--- src/rtl/fifo_uart_tx.sv ---
// Serial transmitter that pulls bytes from an upstream byte FIFO and sends them as
// async frames: start, 8 data bits LSB first, optional parity, 1 or 2 stop bits.
module fifo_uart_tx #(
   parameter int CLKS_PER_BIT = 16,
   parameter int PARITY_EN    = 0,
   parameter int PARITY_ODD   = 0,
   parameter int STOP_BITS    = 1
) (
   input  logic       clk,
   input  logic       rst,
   input  logic       tx_en,
   input  logic       fifo_empty,
   input  logic [7:0] fifo_data,
   output logic       fifo_rd_en,
   output logic       tx,
   output logic       busy,
   output logic       frame_done
);

   localparam int BW = (CLKS_PER_BIT > 1) ? $clog2(CLKS_PER_BIT) : 1;
   localparam logic [BW-1:0] BAUD_MAX = BW'(CLKS_PER_BIT - 1);

   typedef enum logic [2:0] {IDLE, REQ, LOAD, START, DATA, PAR, STOP} state_t;

   state_t          state_q, state_d;
   logic [BW-1:0]   baud_q, baud_d;
   logic [2:0]      bit_q, bit_d;
   logic            stop_q, stop_d;
   logic [7:0]      shreg_q, shreg_d;
   logic            par_q, par_d;

   logic tick, last_stop, can_start;

   assign tick      = (baud_q == BAUD_MAX);
   assign last_stop = (STOP_BITS == 2) ? stop_q : 1'b1;
   assign can_start = tx_en & ~fifo_empty;

   always_ff @(posedge clk or posedge rst) begin
      if (rst) begin
         state_q <= IDLE;
         baud_q  <= '0;
         bit_q   <= '0;
         stop_q  <= 1'b0;
         shreg_q <= '0;
         par_q   <= 1'b0;
      end else begin
         state_q <= state_d;
         baud_q  <= baud_d;
         bit_q   <= bit_d;
         stop_q  <= stop_d;
         shreg_q <= shreg_d;
         par_q   <= par_d;
      end
   end

   always_comb begin
      state_d    = state_q;
      baud_d     = tick ? '0 : baud_q + 1'b1;
      bit_d      = bit_q;
      stop_d     = stop_q;
      shreg_d    = shreg_q;
      par_d      = par_q;
      fifo_rd_en = 1'b0;
      tx         = 1'b1;
      busy       = 1'b1;
      frame_done = 1'b0;
      case (state_q)
         IDLE: begin
            busy   = 1'b0;
            baud_d = '0;
            if (can_start) state_d = REQ;
         end
         REQ: begin
            fifo_rd_en = 1'b1;
            baud_d     = '0;
            state_d    = LOAD;
         end
         // FIFO output is registered, so the byte is only valid here
         LOAD: begin
            baud_d  = '0;
            shreg_d = fifo_data;
            par_d   = (^fifo_data) ^ (PARITY_ODD != 0);
            stop_d  = 1'b0;
            state_d = START;
         end
         START: begin
            tx = 1'b0;
            if (tick) begin
               state_d = DATA;
               bit_d   = '0;
            end
         end
         DATA: begin
            tx = shreg_q[bit_q];
            if (tick) begin
               bit_d = bit_q + 1'b1;
               if (bit_q == 3'd7) state_d = (PARITY_EN != 0) ? PAR : STOP;
            end
         end
         PAR: begin
            tx = par_q;
            if (tick) state_d = STOP;
         end
         STOP: begin
            frame_done = tick & last_stop;
            if (tick) begin
               if (last_stop) state_d = can_start ? REQ : IDLE;
               else           stop_d  = 1'b1;
            end
         end
         default: state_d = IDLE;
      endcase
   end

endmodule
--- config.mk ---
export PLATFORM = sky130hd
export DESIGN_NAME = fifo_uart_tx
export DESIGN_NICKNAME = d
export VERILOG_FILES = /design/src/rtl/fifo_uart_tx.sv
export SDC_FILE = /design/constraint.sdc
export NUM_CORES = 1
export LEC_CHECK = 0
export ABC_AREA = 1
export BUFFER_PORTS_ARGS = -buffer_cell sky130_fd_sc_hd__buf_2
export CELL_PAD_IN_SITES_DETAIL_PLACEMENT = 0
export CELL_PAD_IN_SITES_GLOBAL_PLACEMENT = 2
export CORE_ASPECT_RATIO = 1.1
export CORE_MARGIN = 4
export CORE_UTILIZATION = 33
export CTS_BUF_LIST = sky130_fd_sc_hd__clkbuf_8
export DETAILED_ROUTE_END_ITERATION = 10
export PLACE_DENSITY_LB_ADDON = 0.1
export SYNTH_ARGS = -nofsm -noshare
export SYNTH_HDL_FRONTEND = slang
export SYNTH_SLANG_ARGS = --single-unit
--- constraint.sdc ---
create_clock -name clk -period 1.85 [get_ports clk]
set_input_delay 0.185 -clock clk [delete_from_list [all_inputs] [get_ports clk]]
set_output_delay 0.185 -clock clk [all_outputs]
set_load 0.02 [all_outputs]
==> results of run 1 <==
[cells in the mapped netlist (3+ instances only)]
| library cell | instances |
|---|---|
| nand3_1 | 12 |
| inv_2 | 4 |
| nand2_2 | 3 |
| o21ai_1 | 11 |
| inv_1 | 18 |
| nand2_1 | 58 |
| a21oi_1 | 3 |
| ha_1 | 3 |
| nor2_1 | 15 |
| o21ai_0 | 5 |
| dfrtp_1 | 19 |
[metrics by stage]
stage | hold WS [ns] | worst slack, ns | area (um^2) | std cells | utilization (%)
2_1_floorplan | 0.136 | 0.539 | 1170 | 167 | -
3_3_place_gp | 0.348 | 0.336 | 1290 | 228 | 38.4
3_5_place_dp | 0.355 | 0.321 | 1290 | 228 | 38.4
4_1_cts | 0.0772 | 0.124 | 1330 | 232 | 39.7
5_1_grt | 0.112 | 0.0118 | 1330 | 232 | 39.7
6_report | 0.0453 | 0.136 | 1330 | 232 | 39.7
[cell families after synthesis]
group | Yosys count
compound gates | 21
xor+xnor | 3
fa+ha+maj | 3
buf+inv | 25
flops | 19
simple gates | 96
[path summary, 6_finish.rpt]
path | start | to | depth (start not counted)
worst max-delay path | state_q[1] | tx | 7
worst min-delay path | rst | bit_q[1] | 2
worst max register to register | state_q[2] | state_q[0] | 5
worst min register to register | baud_q[0] | baud_q[0] | 1
max in group asynchronous | rst | baud_q[0] | 2
min in group clk | fifo_data[5] | shreg_q[5] | 3
[worst register-to-register path: cells and delay by family (launching register included)]
| family | cells | cell delay, ns |
|---|---|---|
| and+or+nand+nor | 4 | 0.75 |
| AOI/OAI and AO/OA | 1 | 0.21 |
| DFF | 1 | 0.46 |
[final cells by class]
cell class | count | area [um^2] | area share [%]
Inverter | 23 | 86.3 | 6.47
Sequential cell | 19 | 475 | 35.6
Timing Repair Buffer | 15 | 75.1 | 5.63
Clock inverter | 1 | 3.75 | 0.281
Multi-Input combinational cell | 123 | 592 | 44.4
Tap cell | 48 | 60.1 | 4.50
Clock buffer | 3 | 41.3 | 3.10
[state kept, by name, summed over array words and instances (netlist names)]
name     cells
bit_q        3
par_q        1
state_q      3
baud_q       4
shreg_q      8
[per-layer routing]
layer	global-route usage, %	share of wire (%)	vias to the layer above
met4	4.93	1.7	0
met5	0	0	-
li1	-	-	557
met2	23.5	50	14
met3	1.45	2.2	4
met1	15.9	46	465
[report_power, final]
part	internal, mW	switching [mW]
combinational	0.0297	0.0487
clock	0.147	0.135
sequential	0.427	0.00818
total	0.605	0.192
==> results.ini, run 1 <==
[setup_path]
critical_path_buf_inv_count = 3
cp_common_cell = nand2_1
worstSetupPathType = flip-flop to output pin
setup.worst_path.start_class = flip-flop
crit_path_max_incr_delay_ns = 0.46
path_cells = nand2_2 -> clkinv_1 -> nand2_1 -> inv_2 -> or2_1 -> nand2_1 -> buf_2
r2r_slack_ns = 0.34
slowest_stage = dfrtp_1
cp.arrival_ns = 1.53
critPathMaxFanout = 6
worst_setup_path_end_kind = output pin
crit_family = simple AND/OR/NAND/NOR gates
cp.required_ns = 1.66

[die]
die_x_um = 64.7
rows = 22
ios = 16
die-area_um2 = 4550
die-height_um = 70.3
core_area_um2 = 3360
start_util_pct = 34.7

[route]
route.vias.total = 1040
dr.pass1.iters = 4
drc = 0
routed_wl_um = 2550
vias_per_cell = 4.48
wl_per_cell_um = 11.0
drtAntennaViolNets = 0
first_iter_violations = 27

[timing]
finalCritPeriodShare_pct = 92.6
worstMarginPinSlew_ns = 0.738
slew_headroom_pct = 50.7
setup_tns_ns = 0
max_freq_ghz = 0.583
maxSlewViolCount = 0
rsz0062_at_grt = no
finalCriticalPeriod_ns = 1.71
finalHoldViolCount = 0
clock_skew_ns = 0.00223
setup_violations = 0

[logic_synthesis]
synth-seq-cells = 19
synth-async-reset-ratio_pct = 100
syn_nets = 182
synth_mux_area_share_pct = 0
yosysWarnings = 0
synth_compound_area_share_pct = 9.44
synth_top_family_by_area = simple AND/OR/NAND/NOR gates
synth.yosys.seq_area_share_pct = 40.8
synth_edf_count = 0
synth_top_area_share_pct = 40.8
synth_ff_type = dfrtp_1
yosys.area_share.simple_pct = 35.8
syn-mean-instance-area_um2 = 6.98
yosysTopAreaCell = dfrtp_1
synth.top_cells.by_area = dfrtp_1, nand2_1, inv_1, nand3_1, nor2_1
synthAdderAreaFrac_pct = 3.22
synth_xor_area_share_pct = 2.25
synth_cell_type_count = 24
syn_inst = 167
netlist_area_um2 = 1170

[pwr]
total_power_mw = 0.796
ir_drop_mv = 0.158
leakagePower_nw = 0.741
p_per_area_nw_per_um2 = 597

[cts]
cts_tree = done
root_buffer = clkbuf_8
cts-htree-levels = 1
cts_setup_buffers = 0
numCtsBuffers = 3
hold_buffers = 0
cts_sinks = 19
clkTransAtPathRegs_ns = 0.07
worstSkewPairLatency_ns = 0.25
cts_resized = 0
clk_path_buf_depth = 2

[finish]
nNetsFinal = 200
final_common_cell = nand2_1
fillers = 371
layout-drive-gt1-share_pct = 15.8
mostFrequentLayoutCells = nand2_1, inv_1, dfrtp_1
antenna_cells = 0
syn_to_final_growth_pct = 14.4

[global_routing]
grt_pass1_wl_um = 4690
grt_pass1_vias = 1084
grt_remaining_overflow = 0
grt_usage_pct = 13.1
grt_max_degree = 21
antenna_found_initial = 0

[place]
dpl.hpwl_um = 2070
place_congestion = 0.755
port_buffers = 15

[flow_run]
maxCapViolCount = 0

[status]
status = finished clean

[hold_path]
hold_path.class = input pin to asynchronous set/reset pin

Note: power is estimated with default switching activity, not from simulation.
==> run 2: changes to the inputs <==
--- a/config.mk
+++ b/config.mk
@@ -15,6 +15,7 @@
 export CTS_BUF_LIST = sky130_fd_sc_hd__clkbuf_8
 export DETAILED_ROUTE_END_ITERATION = 10
 export PLACE_DENSITY_LB_ADDON = 0.1
+export REMOVE_ABC_BUFFERS = 1
 export SYNTH_ARGS = -nofsm -noshare
 export SYNTH_HDL_FRONTEND = slang
 export SYNTH_SLANG_ARGS = --single-unit
==> results.ini, run 2 (synthesis gave the netlist of run 1 again) <==
[finish]
layout-drive-gt1-share_pct = 16.3
fin_area_um2 = 1340
max_flop_register = shreg_q
syn_to_final_growth_pct = 14.5
reg_top3 = shreg_q x8, baud_q x4
final_common_cell = nand2_1
mostFrequentLayoutCells = nand2_1, dfrtp_1, inv_1
nNetsFinal = 200
antenna_cells = 0
largest_reg_flops = 8

[timing]
finalWorstSetupSlack_ns = 0.159
finalCritPeriodShare_pct = 91.4
finalCriticalPeriod_ns = 1.69
finalHoldViolCount = 0
worstMarginPinSlew_ns = 0.728
hold-worst-slack_ns = 0.0401
setup_violations = 0
maxSlewViolCount = 0
slew_headroom_pct = 51.4
setup_tns_ns = 0
max_freq_ghz = 0.591
rsz0062_at_grt = no
clock_skew_ns = 0.00293

[place]
dpl.hpwl_um = 1900
port_buffers = 15
place_ws_ns = 0.338
post_dp_cell_area_um2 = 1290
place_congestion = 0.793

[die]
core_area_um2 = 3360
ios = 16
rows = 22
die-area_um2 = 4550
die_x_um = 64.7
die-height_um = 70.3
start_util_pct = 34.7

[route]
wl_per_cell_um = 10.1
drc = 0
drtAntennaViolNets = 0
vias_per_cell = 4.43
wl_met1_um = 1050
dr.pass1.iters = 4
highest_layer = met4
wl_met3_um = 80
wl_met2_um = 1150
routed_wl_um = 2350
route.vias.total = 1027
first_iter_violations = 61

[cts]
hold_buffers = 0
clk_path_buf_depth = 2
cts_sinks = 19
cts_resized = 0
root_buffer = clkbuf_8
worstSkewPairLatency_ns = 0.25
clkTransAtPathRegs_ns = 0.07
cts_setup_buffers = 0
cts-htree-levels = 1
cts_tree = done
numCtsBuffers = 3

[pwr]
p_switching_mw = 0.190
ir_drop_mv = 0.219
p_seq_share_pct = 54.4
p_int_mw = 0.606
p_per_area_nw_per_um2 = 597
leakagePower_nw = 0.740
combPwrFrac_pct = 9.8
clkPwrFrac_pct = 35.8
switching_share_pct = 23.9

[flow_run]
maxCapViolCount = 0

[setup_path]
critPathMaxFanout = 6
cp.required_ns = 1.66
worst_setup_path_end_kind = output pin
worstSetupPathType = flip-flop to output pin
cp.arrival_ns = 1.51
setup.worst_path.start_class = flip-flop

[global_routing]
grt_usage_pct = 11.9
antenna_found_initial = 0
grt_pass1_wl_um = 4280
grt_max_degree = 21
grt_remaining_overflow = 0
grt_pass1_vias = 1018

[hold_path]
hold_path.class = input pin to asynchronous set/reset pin

[status]
status = finished clean

run 2: path summary, 6_finish.rpt:
check / start / to / slack, ns / cells after the start
worst max-delay path: state_q[1] / tx / 0.16 / 7
worst min-delay path: rst / baud_q[3] / 0.04 / 2
worst max register to register: state_q[2] / state_q[0] / 0.31 / 5
worst min register to register: baud_q[0] / baud_q[0] / 0.46 / 1
max in group asynchronous: rst / state_q[0] / 1.35 / 2
min in group clk: fifo_data[5] / shreg_q[5] / 0.21 / 3
run 2: power by group through the flow:
stage | Sequential [mW] | Clock (mW) | Combinational, mW
floorplan | 0.440 | 0 | 0.0522
global placement | 0.442 | 0 | 0.0775
detailed placement | 0.442 | 0 | 0.0802
CTS | 0.433 | 0.292 | 0.0804
global route | 0.435 | 0.317 | 0.0937
finish | 0.433 | 0.285 | 0.0779
run 2: layout make-up:
class	instances	area, um^2
Multi-Input combinational cell	123	592
Sequential cell	19	475
Fill cell	375	2020
Tap cell	48	60.1
Clock buffer	3	41.3
Inverter	23	86.3
Clock inverter	1	5.00
Timing Repair Buffer	15	75.1
run 2: stage by stage:
stage | power [mW] | instances | util, %
3_3_place_gp | 0.519 | 228 | 38.4
6_report | 0.797 | 232 | 39.8
4_1_cts | 0.806 | 232 | 39.8
3_5_place_dp | 0.522 | 228 | 38.4
2_1_floorplan | 0.492 | 165 | -
5_1_grt | 0.845 | 232 | 39.8
run 2: metal layers:
layer | up-vias | global-route usage (%)
li1 | 553 | -
met2 | 19 | 22.1
met3 | 6 | 1.93
met1 | 449 | 12.6
met4 | 0 | 5.87
met5 | - | 0
run 2: critical path, cell delays in order, from the launching register on:
cell and delay (ns):
dfrtp_1 0.45, nand2_2 0.14, clkinv_1 0.07, nand2_1 0.13, inv_2 0.05, or2_1 0.22
nand2_1 0.06, buf_2 0.15
==> run 3: changes to the inputs <==
==> constraint.sdc (replaced) <==
create_clock -name clk -period 1.85 [get_ports clk]
set_input_delay 0.0925 -clock clk [delete_from_list [all_inputs] [get_ports clk]]
set_output_delay 0.0925 -clock clk [all_outputs]
set_load 0.02 [all_outputs]
==> results.ini, run 3 (synthesis gave the netlist of run 1 again) <==
[cts]
numCtsBuffers = 3
cts_resized = 0
cts_tree = done
clkTransAtPathRegs_ns = 0.07
worstSkewPairLatency_ns = 0.26
root_buffer = clkbuf_8
cts_sinks = 19
cts_setup_buffers = 0
clk_path_buf_depth = 2
cts-htree-levels = 1

[setup_path]
slowest_stage = dfrtp_1
reg2reg_depth = 5
worst_setup_path_end_kind = output pin
cp_common_cell = nand2_1
crit_path_max_incr_delay_ns = 0.46
cp.arrival_ns = 1.54
worst-path-stages = 7
crit_family = simple AND/OR/NAND/NOR gates
path_cells = nand2_2 -> clkinv_1 -> nand2_1 -> inv_2 -> or2_1 -> nand2_1 -> buf_2
critical_path_buf_inv_count = 3
worstSetupPathType = flip-flop to output pin
cp.required_ns = 1.76
r2r_slack_ns = 0.33
setup.worst_path.start_class = flip-flop
critPathMaxFanout = 6

[timing]
finalCriticalPeriod_ns = 1.63
finalCritPeriodShare_pct = 88.3
max_freq_ghz = 0.612
clock_skew_ns = 0.00475
worstMarginPinSlew_ns = 0.723
setup_violations = 0
finalHoldViolCount = 0
rsz0062_at_grt = no
slew_headroom_pct = 51.7
setup_tns_ns = 0
maxSlewViolCount = 0
finalWorstSetupSlack_ns = 0.217

[die]
die-height_um = 70.3
core_area_um2 = 3360
die-area_um2 = 4550
ios = 16
die_x_um = 64.7
rows = 22
start_util_pct = 34.7

[place]
port_buffers = 15
place_ws_ns = 0.364
dpl.hpwl_um = 1960
place_congestion = 0.882

[route]
dr.pass1.iters = 4
vias_per_cell = 4.56
drtAntennaViolNets = 0
wl_met3_um = 100
wl_met1_um = 1040
highest_layer = met4
wl_met2_um = 1270
wl_per_cell_um = 10.6
drc = 0
routed_wl_um = 2460
first_iter_violations = 36
route.vias.total = 1063

[finish]
largest_reg_flops = 8
reg_top3 = shreg_q x8, baud_q x4
nNetsFinal = 201
layout-drive-gt1-share_pct = 16.2
antenna_cells = 0
mostFrequentLayoutCells = nand2_1, dfrtp_1, inv_1
syn_to_final_growth_pct = 15.3
final_common_cell = nand2_1
max_flop_register = shreg_q

[global_routing]
grt_pass1_vias = 1052
grt_usage_pct = 11.9
grt_pass1_wl_um = 4260
grt_remaining_overflow = 0
antenna_found_initial = 0
grt_max_degree = 21

[hold_path]
min_path_cells = 3
hold_path.class = input pin to flip-flop

[pwr]
leakagePower_nw = 0.744
ir_drop_mv = 0.219
p_per_area_nw_per_um2 = 596

[status]
status = finished clean

[flow_run]
maxCapViolCount = 0

[run 3: cell count changes in the layout (fill, tap and decap cells not counted)]
cell,delta
dlygate4sd3_1,+1
[run 3: repair_timing]
action / 4_1_cts / 5_1_grt
setup endpoints to repair: 0 / 0
hold buffers: 1 / 0
hold endpoints to repair: 19 / 0
[run 3: worst paths after layout]
path                               from    endpoint
hold / removal             fifo_data[7]  shreg_q[7]
min in group asynchronous           rst  shreg_q[4]
setup reg to reg             state_q[2]  state_q[0]
hold reg to reg               baud_q[0]   baud_q[0]
setup / recovery             state_q[1]          tx
max in group asynchronous           rst  shreg_q[1]
[run 3: where the power goes]
part | total (mW) | switching (mW) | internal, mW
Combinational | 0.0800 | 0.0490 | 0.0311
Clock | 0.287 | 0.138 | 0.150
Sequential | 0.434 | 0.00657 | 0.427
[run 3: through the flow]
step                      utilization [%]  cell area [um^2]  hold slack [ns]  total power [mW]  cells
final                                40.1              1350            0.109             0.801    233
after detailed placement             38.4              1290            0.245             0.523    228
after global placement               38.4              1290            0.248             0.520    228
after CTS                            40.1              1350            0.112             0.814    233
after global routing                 40.1              1350            0.128             0.839    233
after floorplan                         -              1150           0.0436             0.492    165
[run 3: cell type report]
type | count | area, um^2
Inverter | 23 | 86.3
Timing Repair Buffer | 16 | 85.1
Tap cell | 48 | 60.1
Sequential cell | 19 | 475
Multi-Input combinational cell | 123 | 592
Clock buffer | 3 | 41.3
Clock inverter | 1 | 5.00
Fill cell | 386 | 2010
[run 3: worst reg2reg max path, cell delays in order, from the launching register on]
cell and delay (ns):
dfrtp_1 0.45, nor2_1 0.21, nand2_1 0.42, o211ai_1 0.25
nand2_1 0.07, nand2_1 0.05
[run 3: per-layer routing]
layer / global-route usage (%) / vias to the layer above
met5: 0 / -
met4: 6.34 / 0
met3: 1.29 / 6
met2: 22.9 / 29
met1: 12.2 / 472
li1: - / 556
